`src/rtl/reg_context_sequencer.sv`:
```
// Register-bank context sequencer: pushes or pops R0..R(NUM_REGS-1) through the bank stack
// using a word-addressed memory port, one request/commit pair per register.
module reg_context_sequencer #(
    parameter int NUM_REGS = 13,
    parameter int WIDTH    = 32
) (
    input  logic             clock,
    input  logic             reset,
    input  logic             start_save,
    input  logic             start_restore,
    input  logic [WIDTH-1:0] sp_in,
    input  logic [WIDTH-1:0] pc_in,
    input  logic [WIDTH-1:0] bank_mem_out,
    input  logic             mem_ready,
    input  logic [WIDTH-1:0] mem_rdata,
    output logic [3:0]       reg_d,
    output logic [2:0]       bank_control,
    output logic             bank_enable,
    output logic [WIDTH-1:0] bank_sp_out,
    output logic [WIDTH-1:0] bank_pc_out,
    output logic [WIDTH-1:0] bank_mem_in,
    output logic             mem_req,
    output logic             mem_we,
    output logic [WIDTH-1:0] mem_addr,
    output logic [WIDTH-1:0] mem_wdata,
    output logic             busy,
    output logic             done
);

    localparam logic [2:0] IDLE        = 3'd0;
    localparam logic [2:0] SAVE_REQ    = 3'd1;
    localparam logic [2:0] SAVE_COMMIT = 3'd2;
    localparam logic [2:0] REST_REQ    = 3'd3;
    localparam logic [2:0] REST_COMMIT = 3'd4;
    localparam logic [2:0] DONE        = 3'd5;

    localparam logic [3:0] LAST_IDX    = 4'(NUM_REGS - 1);
    localparam logic [2:0] CTRL_NONE   = 3'd0;
    localparam logic [2:0] CTRL_MEMIN  = 3'd3;

    logic [2:0]       state_reg, state_next;
    logic [3:0]       idx_reg, idx_next;
    logic [WIDTH-1:0] sp_reg, sp_next;
    logic [WIDTH-1:0] capt_reg, capt_next;
    logic [WIDTH-1:0] sp_dec, sp_inc;

    // Stack grows downward; both directions wrap silently modulo 2^WIDTH.
    assign sp_dec = sp_reg - WIDTH'(1);
    assign sp_inc = sp_reg + WIDTH'(1);

    always_comb begin
        state_next = state_reg;
        idx_next   = idx_reg;
        sp_next    = sp_reg;
        capt_next  = capt_reg;
        case (state_reg)
            IDLE: begin
                if (start_save) begin
                    state_next = SAVE_REQ;
                    sp_next    = sp_in;
                    idx_next   = LAST_IDX;
                end else if (start_restore) begin
                    state_next = REST_REQ;
                    sp_next    = sp_in;
                    idx_next   = 4'd0;
                end
            end
            SAVE_REQ: begin
                if (mem_ready) begin
                    state_next = SAVE_COMMIT;
                end
            end
            SAVE_COMMIT: begin
                sp_next = sp_dec;
                if (idx_reg == 4'd0) begin
                    state_next = DONE;
                end else begin
                    idx_next   = idx_reg - 4'd1;
                    state_next = SAVE_REQ;
                end
            end
            REST_REQ: begin
                if (mem_ready) begin
                    capt_next  = mem_rdata;
                    state_next = REST_COMMIT;
                end
            end
            REST_COMMIT: begin
                sp_next = sp_inc;
                if (idx_reg == LAST_IDX) begin
                    state_next = DONE;
                end else begin
                    idx_next   = idx_reg + 4'd1;
                    state_next = REST_REQ;
                end
            end
            DONE: begin
                state_next = IDLE;
            end
            default: begin
                state_next = IDLE;
            end
        endcase
    end

    always_ff @(posedge clock or posedge reset) begin
        if (reset) begin
            state_reg <= IDLE;
            idx_reg   <= 4'd0;
            sp_reg    <= '0;
            capt_reg  <= '0;
        end else begin
            state_reg <= state_next;
            idx_reg   <= idx_next;
            sp_reg    <= sp_next;
            capt_reg  <= capt_next;
        end
    end

    // Outputs decode directly from state so an asynchronous reset clears them at once.
    always_comb begin
        reg_d        = 4'd0;
        bank_control = CTRL_NONE;
        bank_enable  = 1'b0;
        bank_sp_out  = sp_reg;
        bank_pc_out  = pc_in;
        bank_mem_in  = capt_reg;
        mem_req      = 1'b0;
        mem_we       = 1'b0;
        mem_addr     = '0;
        mem_wdata    = bank_mem_out;
        busy         = (state_reg != IDLE);
        done         = (state_reg == DONE);
        case (state_reg)
            SAVE_REQ: begin
                reg_d    = idx_reg;
                mem_req  = 1'b1;
                mem_we   = 1'b1;
                mem_addr = sp_dec;
            end
            SAVE_COMMIT: begin
                reg_d       = idx_reg;
                bank_enable = 1'b1;
                bank_sp_out = sp_dec;
            end
            REST_REQ: begin
                reg_d    = idx_reg;
                mem_req  = 1'b1;
                mem_addr = sp_reg;
            end
            REST_COMMIT: begin
                reg_d        = idx_reg;
                bank_enable  = 1'b1;
                bank_control = CTRL_MEMIN;
                bank_sp_out  = sp_inc;
            end
            default: begin
            end
        endcase
    end

endmodule

```
`config.mk`:
```
export PLATFORM = sky130hd
export DESIGN_NAME = reg_context_sequencer
export DESIGN_NICKNAME = d
export VERILOG_FILES = /design/src/rtl/reg_context_sequencer.sv
export SDC_FILE = /design/constraint.sdc
export NUM_CORES = 1
export LEC_CHECK = 0
export CAP_MARGIN = 25
export CORE_ASPECT_RATIO = 0.5
export CORE_UTILIZATION = 33
export CTS_BUF_LIST = sky130_fd_sc_hd__clkbuf_4 sky130_fd_sc_hd__clkbuf_8
export DETAILED_ROUTE_END_ITERATION = 8
export GPL_TIMING_DRIVEN = 0
export PLACE_DENSITY = 0.65
export SLEW_MARGIN = 20
export SYNTH_ARGS = -nofsm -noshare
export SYNTH_HDL_FRONTEND = slang
export SYNTH_SLANG_ARGS = --single-unit
```
`constraint.sdc`:
```
create_clock -name clock -period 5.4 [get_ports clock]
set_clock_uncertainty 0.2 [all_clocks]
set_input_delay 0.81 -clock clock [delete_from_list [all_inputs] [get_ports clock]]
set_output_delay 0.81 -clock clock [all_outputs]
set_load 0.05 [all_outputs]
```
After elaboration in Yosys (flattened, before gate mapping)
Cells that the tools add are included.
- multiplexer cells: 22
- reduce and logical (&&, ||, !) cells: 11
- equality and inequality tests: 11
- shift-type cells: 0
- $add $sub $neg: 4
- bitwise gates (word level): 0
- $mul: 0
- divide/modulo/power cells: 0
- $lt $le $gt $ge: 0
- operator list (cell ; count):
    $pmux W32 S2 ; 2
    $pmux W32 S3 ; 1
    $mux W32 ; 2
    $add A32 B1 Y32 const B ; 1
    $sub A32 B1 Y32 const B ; 1
    $mux W4 ; 5
    $mux W3 ; 6
    $pmux W3 S5 ; 1
    $pmux W4 S3 ; 1
    $ne A2 B2 Y1 const B ; 4
    $eq A3 B2 Y1 const B ; 2
    $eq A3 B3 Y1 const B ; 2
    $reduce_bool A3 Y1 ; 2
    $add A4 B1 Y4 const B ; 1
    $eq A4 B4 Y1 const B ; 1
    $logic_not A4 Y1 ; 1
    $reduce_and A2 Y1 ; 2
    $reduce_and A4 Y1 ; 1
    $reduce_or A2 Y1 ; 2
    $reduce_or A4 Y1 ; 1
    $sub A4 B1 Y4 const B ; 1
    $eq A3 B1 Y1 const B ; 1
    $logic_not A3 Y1 ; 1
    $mux W1 ; 3
    other kinds (3) ; 3
- output and inout port bits: 172
- bits in latches: 0
- memory bits (read-only): 0
- input bits: 133
- word-level logic and storage cells: 52
- flip-flop bits (word level): 71
- memory bits (writable): 0
- memories kept: 0

Logic depth before layout (Yosys ltp)
- depth in word-level cells: 3
- depth in mapped cells: 12
- mapped depth without buffers: 8

Least setup slack after synthesis
OpenSTA, ideal clock, no wires.
- path kind: register to output
- from: reg sp_reg[0]
- to: out bank_sp_out[18]
- required time: 4.390 ns
- arrival: 3.421 ns
- cell stages (with the launch flop): 10
- setup slack: 0.969 ns
- path through: dfrtp_1 > clkbuf_1 > inv_1 > ha_1 > or3b_2 > or4_1 > clkbuf_1 > or4_1 > o21ai_1 > xor2_1
- longest elaborated chain between the ends: 2
- elaborated cells on any way between the ends: 3
- classes of those cells: add/sub: 2; mux: 1
- ends and longest elaborated chain (what ; RTL line ; source):
    start: declaration ; 43 ; logic [WIDTH-1:0] sp_reg, sp_next;
    start signal: assignment ; 115 ; sp_reg <= sp_next;
    $add A32 B1 Y32 or $sub A32 B1 Y32 (tied branches) ; 49, 48 ;
    $pmux W32 S2 (*) ; 134 ; case (state_reg)
    end: declaration ; 19 ; output logic [WIDTH-1:0] bank_sp_out,
Every way passes the cells marked *; elsewhere a longest branch is shown, timed or not.

Final worst setup path
- from: reg state_reg[2]
- to: out bank_sp_out[25]
- longest elaborated chain between the ends: 2
- elaborated cells on any way between the ends: 3
- classes of those cells: eq/ne: 2; mux: 1
- ends and longest elaborated chain (what ; RTL line ; source):
    start: declaration ; 41 ; logic [2:0] state_reg, state_next;
    start signal: assignment ; 113 ; state_reg <= state_next;
    $eq A3 B3 Y1 or $eq A3 B2 Y1 (tied branches) ; 134 ;
    $pmux W32 S2 (*) ; 134 ;
Marked as above.

==> impl_metrics.ini <==
[power_and_ir_drop]
ir_drop_mv = 0.287
p_per_area_nw_per_um2 = 715
leakage_uw = 0.00370

[timing]
slew-limit-headroom_pct = 33.9
drv_slew = 0
setup_violations = 0
worst_slew_pin_slew_ns = 0.978
rsz0062_at_grt = no
tns_ns = 0
min_period_ns = 5.28
fmax_ghz = 0.189
finalCritPeriodShare_pct = 97.8
hold_violations = 0

[yosys]
yosysMostFrequentCell = nor2_1
synth.distinct_cells = 67
synth-edff-count = 0
syn_nets = 939
yosysTopAreaCellShare_pct = 28.4
yosysWarnings = 0
synth_area_um2 = 6260
synth-seq-area-share_pct = 28.4
avgSynthCellArea_um2 = 7.81
synth.largest_area_cell = dfrtp_1
netlist_top_cells_area = dfrtp_1, buf_4, mux2_2
ys_ff_latch = 71
synth_cells = 801
yosys-top-cells-count = nor2_1, dfrtp_1, buf_4
ys_async_sr_fraction_pct = 100
synthFlopType = dfrtp_1

[flow_run]
maxCapViolations = 0

[floorplan]
die_area_um2 = 19500
start_util_pct = 33.9
coreArea_um2 = 18500
die_h_um = 99.4
pin_count = 305
num_rows = 35
die_w_um = 197

[routing]
detail_route.vias_per_cell = 5.60
vias = 7376
drt_iter0_drc = 799
post_drt_wl_per_cell_um = 20.9
finalWirelength_um = 27500
drc = 0
first_pass_iters = 7
drtAntennaViolNets = 0

[worst_hold_path]
whs_path_depth = 1
min_path_type = reg -> reg

[status]
status = completed

[global_routing]
grt_max_degree = 43
use_met2_pct = 41.3
antenna_found_initial = 0
grt_remaining_overflow = 0
grt_pass1_vias = 7084
track_usage_pct = 27.2
use_met1_pct = 35.7
grt-busiest-layer = met2
grtUsageMet3_pct = 10.1
grt_pass1_wl_um = 40600

[setup_path]
worst_path_most_repeated_cell = clkbuf_1
worstPathMaxFanout = 10
startpoint_type = flop
reg2reg_depth = 12
end_kind = primary output
critPathKind = reg -> out
max_stage_delay_ns = 0.84
crit_chain = clkbuf_1, or3b_2, clkbuf_1, clkbuf_1, buf_1, o211a_1, xor2_1, clkdlybuf4s50_1
crit_arrival_ns = 4.27
required_ns = 4.39
cpMaxStageDelayCell = clkdlybuf4s50_1

[place]
finalWeightedCongestion = 0.965
dp.cells = 1300
dpl-instance-area_um2 = 9000
dp_hpwl_um = 20200
port_buffers = 239

[cts]
numCtsBuffers = 9
cts_tree = built
clk_pin_slew_ns = 0.09
clk_path_buf_depth = 2
clkLatencyLatePin_ns = 0.38
ctsHtreeMaxLevel = 3
clock_sinks = 71
clock-root-buffer = clkbuf_8

[cells_and_area]
fin_util_pct = 50.3
nets = 1192
syn_to_final_growth_pct = 48.5
drive_above_1_share_pct = 14.6
fin_cells = 1318
antenna_cells = 0
stdcell_area_um2 = 9290
==> layer usage <==
layer  share of wire (%)  vias to the layer above
met5                   0                        -
met4                 2.7                        0
met3                  12                       63
met2                  43                      512
met1                  42                     3504
li1                    -                     3297
==> worst max-delay path: cells and delay by family, from the launching register on <==
kind | cells | cell delay (ns)
buf+inv | 5 | 2.94
compound gates | 1 | 0.28
simple gates | 1 | 0.19
flops | 1 | 0.33
xor+xnor | 1 | 0.17
==> cell type report <==
type	count	area (um2)
inverter	17	66.3
fill	1836	9190
clock inverter	6	92.6
timing repair buffer	242	2450
clock buffer	10	131
tap	259	324
sequential	71	1780
buffer	147	827
multi-input combinational	566	3630
==> path summary, 6_finish.rpt <==
| path | slack, ns | from | end |
|---|---|---|---|
| setup / recovery | 0.12 | state_reg[2] | bank_sp_out[25] |
| hold / removal | 0.31 | bank_mem_in[24] | bank_mem_in[24] |
| setup reg to reg | 1.55 | state_reg[1] | idx_reg[3] |
| max in group asynchronous | 3.84 | reset | sp_reg[14] |
| min in group asynchronous | 0.58 | reset | bank_mem_in[6] |
| hold reg to reg | 0.31 | bank_mem_in[24] | bank_mem_in[24] |
==> kinds of logic (layout without fill, tap and decap cells) <==
group | count (synthesis) | count (layout) | share of synthesized area (%)
AO/OA/AOI/OAI | 191 | 191 | 19.7
XOR/XNOR | 55 | 55 | 7.70
adder cells (fa/ha/maj) | 5 | 5 | 1.12
buffers and inverters | 164 | 422 | 14.1
flip-flops | 71 | 71 | 28.4
multiplexers | 36 | 36 | 6.62
other | 1 | 1 | 0.0599
AND/OR/NAND/NOR | 278 | 278 | 22.2
==> stage by stage <==
step / worst slack (ns) / hold WS, ns / total power [uW]
2_1_floorplan: 0.969 / 0.297 / 4340
3_3_place_gp: 0.0415 / 0.286 / 5990
3_5_place_dp: 0.00612 / 0.293 / 6040
4_1_cts: 0.0204 / 0.314 / 6570
5_1_grt: 0.00189 / 0.321 / 6940
6_report: 0.121 / 0.308 / 6640
==> placed cells by master, fill, tap and decap left out, drive strengths merged, types with 4 or more instances in the layout <==
cell           count
mux2              33
xnor2             35
or4               16
a31oi             12
o31ai              6
a22oi              7
dfrtp             71
nor3b              4
clkdlybuf4s50    230
nand4             16
nor4              21
a41oi              4
nand2             59
o22ai             14
clkbuf            75
a211oi             6
ha                 4
and3               8
a21oi             53
dlymetal6s2s       7
nor2              80
or3                9
a21o              11
buf               86
inv               18
and2               4
nand3             19
a221o              4
a21boi             4
xor2              20
o21ai             38
nor3              30
==> report_power, final <==
group / internal, uW / switching, uW / total, uW
Clock: 268 / 254 / 522
Sequential: 796 / 144 / 940
Combinational: 1610 / 3570 / 5180
Total: 2680 / 3960 / 6640
==> repair_timing <==
item                       CTS  global route
resized for setup            7            16
pin swaps                    1             1
hold buffers                 0             0
setup endpoints to repair   19            29
cloned                       0             0
buffers inserted             0             1
Power figures use the tool's default switching activity.
